### src/rtl/wptr_flag_ctrl.sv
// Write-side pointer/flag controller for an async FIFO: binary+Gray write pointers, full/almost_full/level/overflow.
// Optional macro WPTR_RPTR_SYNC_EN adds a two-flop wclock synchroniser on gray_rptr_in.
module wptr_flag_ctrl #(
  parameter int ADDR_WIDTH = 3,
  parameter int AF_MARGIN  = 1
) (
  input  logic                  wclock,
  input  logic                  wreset,
  input  logic                  w_en,
  input  logic                  clr_ovf,
  input  logic [ADDR_WIDTH:0]   gray_rptr_in,
  output logic [ADDR_WIDTH-1:0] waddr,
  output logic [ADDR_WIDTH:0]   bin_wptr,
  output logic [ADDR_WIDTH:0]   gray_wptr,
  output logic                  full,
  output logic                  almost_full,
  output logic [ADDR_WIDTH:0]   wlevel,
  output logic                  overflow
);

  localparam int PW = ADDR_WIDTH + 1;
  localparam logic [PW-1:0] DEPTH    = PW'(1 << ADDR_WIDTH);
  localparam logic [PW-1:0] AF_LEVEL = PW'((1 << ADDR_WIDTH) - AF_MARGIN);

  logic [PW-1:0] rptr_s;
  logic [PW-1:0] rptr_bin;
  logic          push;
  logic [PW-1:0] bin_next;
  logic [PW-1:0] gray_next;
  logic [PW-1:0] level_next;

`ifdef WPTR_RPTR_SYNC_EN
  logic [PW-1:0] sync1_reg;
  logic [PW-1:0] sync2_reg;

  always_ff @(posedge wclock or posedge wreset) begin
    if (wreset) begin
      sync1_reg <= '0;
      sync2_reg <= '0;
    end else begin
      sync1_reg <= gray_rptr_in;
      sync2_reg <= sync1_reg;
    end
  end

  assign rptr_s = sync2_reg;
`else
  assign rptr_s = gray_rptr_in;
`endif

  // Each binary bit is the xor of all Gray bits from the MSB down to it.
  generate
    for (genvar gi = 0; gi < PW; gi++) begin : g_gray2bin
      assign rptr_bin[gi] = ^rptr_s[PW-1:gi];
    end
  endgenerate

  assign push       = w_en & ~full;
  assign bin_next   = bin_wptr + PW'(push);
  assign gray_next  = bin_next ^ (bin_next >> 1);
  assign level_next = bin_next - rptr_bin;
  assign waddr      = bin_wptr[ADDR_WIDTH-1:0];

  always_ff @(posedge wclock or posedge wreset) begin
    if (wreset) begin
      bin_wptr    <= '0;
      gray_wptr   <= '0;
      wlevel      <= '0;
      full        <= 1'b0;
      almost_full <= 1'b0;
      overflow    <= 1'b0;
    end else begin
      bin_wptr    <= bin_next;
      gray_wptr   <= gray_next;
      wlevel      <= level_next;
      full        <= (level_next == DEPTH);
      almost_full <= (level_next >= AF_LEVEL);
      // A rejected write wins over a simultaneous clear.
      if (w_en && full)
        overflow <= 1'b1;
      else if (clr_ovf)
        overflow <= 1'b0;
    end
  end

endmodule

### config.mk
export PLATFORM = sky130hd
export DESIGN_NAME = wptr_flag_ctrl
export DESIGN_NICKNAME = d
export VERILOG_FILES = /design/src/rtl/wptr_flag_ctrl.sv
export SDC_FILE = /design/constraint.sdc
export NUM_CORES = 1
export LEC_CHECK = 0
export CORE_MARGIN = 4
export CORE_UTILIZATION = 44
export DETAILED_ROUTE_END_ITERATION = 8
export HOLD_SLACK_MARGIN = 0.1
export PLACE_DENSITY = 0.81
export SLEW_MARGIN = 20
export SYNTH_ARGS = -nofsm -noshare
export SYNTH_HDL_FRONTEND = slang
export SYNTH_SLANG_ARGS = --single-unit
### constraint.sdc
create_clock -name wclock -period 7.3 [get_ports wclock]
set_clock_uncertainty 0.2 [all_clocks]
set_input_delay 1.095 -clock wclock [delete_from_list [all_inputs] [get_ports wclock]]
set_output_delay 1.095 -clock wclock [all_outputs]
set_load 0.005 [all_outputs]
==> results of run 1 <==
cell type report:
type | count | area (sq um)
fillers | 99 | 417
flip-flops and latches | 14 | 350
repair buffers | 25 | 250
multi-input cells | 25 | 248
clock buffers | 4 | 36.3
inverters | 8 | 30.0
well taps | 15 | 18.8
kinds of logic after synthesis:
group | Yosys count | share of synthesized area
flip-flops | 14 | 0.532
buffers and inverters | 12 | 0.0913
XOR/XNOR | 10 | 0.165
adder cells (fa/ha/maj) | 6 | 0.125
AND/OR/NAND/NOR | 5 | 0.0494
AO/OA/AOI/OAI | 4 | 0.0361
sequential cells by signal, summed over array words and instances, names as in the netlist:
| name | flops |
|---|---|
| bin_wptr | 4 |
| almost_full | 1 |
| overflow | 1 |
| gray_wptr | 3 |
| wlevel | 4 |
| full | 1 |
worst max-delay path, delay by kind of cell:
kind	cells	cell delay, ns
xor gates and xnor gates	2	0.59
adders and majority gates	3	0.70
AOI/OAI and AO/OA	2	0.25
and+or+nand+nor	2	0.37
buffers and inverters	1	0.47
cells in the final DEF (no fill, tap or decap), drive strengths merged, types with 2 or more instances in the layout:
cell type      count
inv                8
clkdlybuf4s50     25
clkbuf             4
nand2              2
o21ai              2
xor2               5
dfrtp             14
ha                 5
xnor2              4
layer usage:
layer / global-route usage / wire length [microns]
met4: 0.116 / 30
met5: 0 / 0
met1: 0.153 / 455
met3: 0.0273 / 96
met2: 0.206 / 577
worst max-delay path by stage:
stage / depth (start not counted) / end / slack (ns)
floorplan: 9 / full / 4.17
global placement: 10 / full / 3.59
detailed placement: 10 / full / 3.47
CTS: 10 / full / 3.78
global route: 10 / full / 3.65
finish: 10 / full / 3.78
through the flow:
step | setup slack [ns] | util
floorplan | 4.17 | -
global placement | 3.59 | 0.665
detailed placement | 3.47 | 0.665
CTS | 3.78 | 0.691
global route | 3.65 | 0.691
finish | 3.78 | 0.691
power by group through the flow:
| stage | Combinational [mW] | Clock (mW) | Sequential, mW |
|---|---|---|---|
| CTS | 0.266 | 0.0564 | 0.138 |
| global placement | 0.255 | 0 | 0.139 |
| global route | 0.286 | 0.0597 | 0.143 |
| floorplan | 0.146 | 0 | 0.143 |
| detailed placement | 0.266 | 0 | 0.140 |
| finish | 0.262 | 0.0543 | 0.137 |
==> summary.md, run 1 <==
| Metric | Value |
|---|---|
| Gr ovfl total | 0 |
| Hold depth | 2 |
| Seq pwr share | 0.303 |
| Crit path max fanout | 4 |
| Setup tns final | 0 ns |
| Die area | 0.00218 sq mm |
| Switching Fraction | 0.339 |
| Gate Count Post-Synth | 51 |
| Worst slew pin tran | 0.509 ns |
| Final instance area | 933 sq um |
| Combinational Power Share | 0.577 |
| # port buffers | 25 |
| Async SR Flop Fraction | 1.00 |
| Slew margin rel. | 0.660 |
| Power Density | 486 mW/mm^2 |
| Setup crit start | w_en |
| Synth cell types | 16 |
| Clock power share | 0.120 |
| Setup bufs post-CTS | 0 |
| EDFF count, synth | 0 |
| Crit path largest cell delay | 0.47 ns |
| WL per Instance | 12.7 microns |
| Worst path cell trace | clkdlybuf4s50_1, nor2b_1, ha_1, ha_1, xor2_1, ha_1, a21oi_1, o21ai_0, xnor3_1, and4_1 |
| Max clock buf depth | 2 |
| LEAKAGE | 0.441 nW |
| Dominant cells by area after synthesis | dfrtp_1, ha_1, xor2_1 |
| Cell taking the most area after synthesis | dfrtp_1 |
| Fin cells | 91 |
| Synth Register Bits | 14 |
| Int Power | 0.300 mW |
| Top-area cell type share of the netlist area | 0.532 |
| Status | completed |
| GP Congestion | 0.727 |
| Hold_sp | overflow |
| Most instantiated cells after synthesis | dfrtp_1, inv_1, ha_1, xor2_1, buf_4 |
| Cell Area, Synth | 658 sq um |
| Final setup fails | 0 |
| VDD IR max | 0.266 mV |
| HPWL Detailed | 984 microns |
| Area delta synth->final | 41.8% |
| Critical path's most frequent cell | ha_1 |
| Critical R2R Capture | full |
| Initial DRC Count | 3 |
| Psw | 0.154 mW |
| Predominant post-synthesis flop cell | dfrtp_1 |
| Total global-route track usage | 0.133 |
| WP data required | 7.27 ns |
| Post-route ant nets | 0 |
| Crit path time final | 3.52 ns |
| Die width | 46.7 microns |
| Crit path launch type | input pin |
| Hold Fails Final Rpt | 0 |
| Clock H-tree levels | 1 |
| Root Driver | clkbuf_4 |
| Reg clk slew, reported paths | 0.08 ns |
| Core Footprint | 0.00135 sq mm |
| CTS tree | built |
| Fin nets | 91 |
| FF-to-FF setup slack | 4.68 ns |
| Hold_ws | 0.330 ns |
| Power, Total | 0.454 mW |
| DRT Wirelength | 1.16 mm |
| RSZ-0062 raised after global routing | no |
| WS Path Type | in -> reg |
| Syn avg cell area | 12.9 sq um |
| DR DRC count | 0 |
| Via density | 4.75 |
| I/O pin count | 26 |
| Register area share after synthesis | 0.532 |
| Row count | 13 |
| Slew Viols, Final | 0 |
| Ys Warns | 0 |
| Post-Place Cells | 87 |
| Reg2reg start | full |
| Net count after synthesis | 65 |
| Hold Crit Class | reg -> reg |
| Max Cap Violations | 0 |
| Initial Util | 0.487 |
| First-pass GRT wire length | 1.89 mm |
| Cell Area, Placed | 897 sq um |
| Period Utilization, post-route | 0.482 |
| Num Clock Sinks | 14 |
| Fmax | 0.284 GHz |
| Initial antenna violation count | 0 |
| Largest net degree at the start of global routing | 15 |
| CP max-delay cell | clkdlybuf4s50_1 |
| Total number of vias | 432 |
| PostCTS Resize Cnt | 0 |
| Worst-case reg-to-reg path depth | 9 |
| Worst-skew pair later-pin latency | 0.27 ns |
| DRT Pass-1 Iters | 4 |
| WHS Endpoint | overflow |
| Layout cells sized above 1 | 0.0789 |
| CP Data Arrival Time | 3.49 ns |
| Count leader, synth | dfrtp_1 |
| Die Span Y | 46.7 microns |
| TritonCTS buffer count | 3 |
| Hold-fix buffers at CTS | 0 |
| Ant diodes | 0 |
| Vias in the first global route | 443 |
| Critical Path End Type | flip-flop |
Power figures use the tool's default switching activity.
==> run 2, diff against run 1 <==
--- a/config.mk
+++ b/config.mk
@@ -6,10 +6,10 @@
 export NUM_CORES = 1
 export LEC_CHECK = 0
 export CORE_MARGIN = 4
-export CORE_UTILIZATION = 44
+export CORE_UTILIZATION = 37
 export DETAILED_ROUTE_END_ITERATION = 8
 export HOLD_SLACK_MARGIN = 0.1
-export PLACE_DENSITY = 0.81
+export PLACE_DENSITY = 0.73
 export SLEW_MARGIN = 20
 export SYNTH_ARGS = -nofsm -noshare
 export SYNTH_HDL_FRONTEND = slang
==> constraint.sdc (replaced) <==
create_clock -name wclock -period 3 [get_ports wclock]
set_clock_uncertainty 0.2 [all_clocks]
set_input_delay 0.45 -clock wclock [delete_from_list [all_inputs] [get_ports wclock]]
set_output_delay 0.45 -clock wclock [all_outputs]
set_load 0.005 [all_outputs]
==> summary.md, run 2 (same netlist as run 1, synthesis figures left out) <==
| Metric | Value |
|---|---|
| Crit path launch type | input pin |
| CP bufs+invs | 1 (unchanged) |
| Num Clock Sinks | 14 (unchanged) |
| Crit path time final | 2.69 ns |
| Reg clk slew, reported paths | 0.09 ns (about the same) |
| Area delta synth->final | 45.8% |
| Post-Place Cells | 98 (+13%) |
| Root Driver | clkbuf_4 |
| Period Utilization, post-route | 0.896 |
| Row count | 14 (+1) |
| Seq pwr share | 0.299 (-0.004) |
| Worst slew pin tran | 0.506 ns (-0.00299 ns) |
| Clock H-tree levels | 1 (unchanged) |
| Initial DRC Count | 1 (-2) |
| Vias in the first global route | 455 (+2.7%) |
| CP Data Arrival Time | 2.65 ns (-0.84 ns) |
| LEAKAGE | 0.451 nW (+2.2%) |
| Commonest non-fill, non-tap cell in the layout | clkdlybuf4s50_1 |
| VDD IR max | 0.564 mV (+110%) |
| Layout cells sized above 1 | 0.103 (+0.0236) |
| Hold Fails Final Rpt | 0 (unchanged) |
| # port buffers | 25 (unchanged) |
| Crit path depth | 10 (unchanged) |
| Core Footprint | 0.00159 sq mm (+18%) |
| Initial antenna violation count | 0 (unchanged) |
| Max Cap Violations | 0 (unchanged) |
| Most frequent cells in the layout | clkdlybuf4s50_1, dfrtp_1, inv_1 |
| Switching Fraction | 0.333 (-0.00575) |
| Worst-skew pair later-pin latency | 0.27 ns (about the same) |
| Post-route ant nets | 0 (unchanged) |
| RSZ-0062 raised after global routing | no |
| GP Congestion | 0.783 (+7.7%) |
| Total global-route track usage | 0.104 (-0.0288) |
| Largest net degree at the start of global routing | 15 (unchanged) |
| CTS tree | built |
| Fin nets | 93 (+2.2%) |
| Via density | 4.24 (-11%) |
| Crit path largest cell delay | 0.47 ns (about the same) |
| Psw | 0.372 mW (+140%) |
| Int Power | 0.744 mW (+150%) |
| Fill cells | 126 (+27%) |
| I/O pin count | 26 (unchanged) |
| Clock power share | 0.119 (about the same) |
| First-pass GRT wire length | 1.95 mm (+3.3%) |
| Hold Crit Class | in -> async |
| HPWL Detailed | 952 microns (-3.2%) |
| TritonCTS buffer count | 3 (unchanged) |
| DR DRC count | 0 (unchanged) |
| Worst-case reg-to-reg path depth | 9 (unchanged) |
| Gr ovfl total | 0 (unchanged) |
| WP data required | 2.96 ns (-4.31 ns) |
| Fin cells | 102 (+12%) |
| Slew margin rel. | 0.662 (+0.00199) |
| Fmax | 0.372 GHz |
| WS Path Type | in -> reg |
| Total number of vias | 432 (unchanged) |
| DRT Pass-1 Iters | 2 (-2) |
| Combinational Power Share | 0.582 (+0.005) |
| WL per Instance | 11.1 microns (-13%) |
| Ant diodes | 0 (unchanged) |
| PostCTS Resize Cnt | 0 (unchanged) |
| Setup tns final | 0 ns (unchanged) |
| Slew Viols, Final | 0 (unchanged) |
| Critical path's most frequent cell | ha_1 |
| Crit path max fanout | 3 (-1) |
| Final setup fails | 0 (unchanged) |
| Worst path cell trace | clkdlybuf4s50_1, nor2b_1, ha_1, ha_1, xor2_1, ha_1, a21oi_1, o21ai_0, xnor3_1, and4_1 |
| Worst path top cell family by delay | adder cells |
| Setup bufs post-CTS | 0 (unchanged) |
| Max clock buf depth | 2 (unchanged) |
| Status | completed |
| Biggest regs | bin_wptr (4), wlevel (4), gray_wptr (3) |
| CP max-delay cell | clkdlybuf4s50_1 |
| Hold-fix buffers at CTS | 0 (unchanged) |
| Die area | 0.00252 sq mm (+16%) |
| Die width | 50.2 microns (+7.5%) |
| Initial Util | 0.413 (-0.0746) |
| Power Density | 1160 mW/mm^2 (+140%) |
| DRT Wirelength | 1.13 mm (-2.3%) |
| Die Span Y | 50.2 microns (+7.5%) |
| Critical Path End Type | flip-flop |
==> run 2: layer usage <==
metal / vias to the layer above / global-route usage / wire (microns)
met3: 0 / 0.0178 / 52
met4: 0 / 0.0691 / 0
met2: 15 / 0.180 / 590
li1: 210 / - / -
met5: - / 0 / 0
met1: 207 / 0.117 / 490
==> run 2: power groups by stage <==
stage          Clock [mW]  Sequential [mW]  Combinational [mW]
2_1_floorplan           0            0.349               0.356
3_3_place_gp            0            0.337               0.639
3_5_place_dp            0            0.339               0.659
4_1_cts             0.136            0.336               0.662
5_1_grt             0.147            0.346               0.727
6_report            0.133            0.334               0.650
==> run 2: metrics by stage <==
step	worst slack [ns]	power, mW	utilization	hold WS, ns	cell area [sq um]
after CTS	0.297	1.13	0.602	0.313	960
after global placement	0.0371	0.976	0.579	0.302	923
after detailed placement	0.0191	0.998	0.579	0.297	923
after global routing	0.205	1.22	0.602	0.337	960
final	0.311	1.12	0.602	0.294	960
after floorplan	0.514	0.705	-	0.139	658
==> run 2: final timing paths <==
path	from	endpoint	slack, ns
hold / removal	wreset	bin_wptr[0]	0.29
max in group asynchronous	wreset	almost_full	1.97
min in group wclock	full	overflow	0.32
setup / recovery	w_en	full	0.31
hold reg to reg	full	overflow	0.32
setup reg to reg	full	full	0.58
==> run 2: cell type report <==
type | instances | area [sq um] | area share
flip-flops and latches | 14 | 350 | 0.365
multi-input cells | 25 | 248 | 0.258
clock buffers | 4 | 36.3 | 0.0378
inverters | 8 | 30.0 | 0.0313
well taps | 24 | 30.0 | 0.0313
repair buffers | 27 | 265 | 0.276
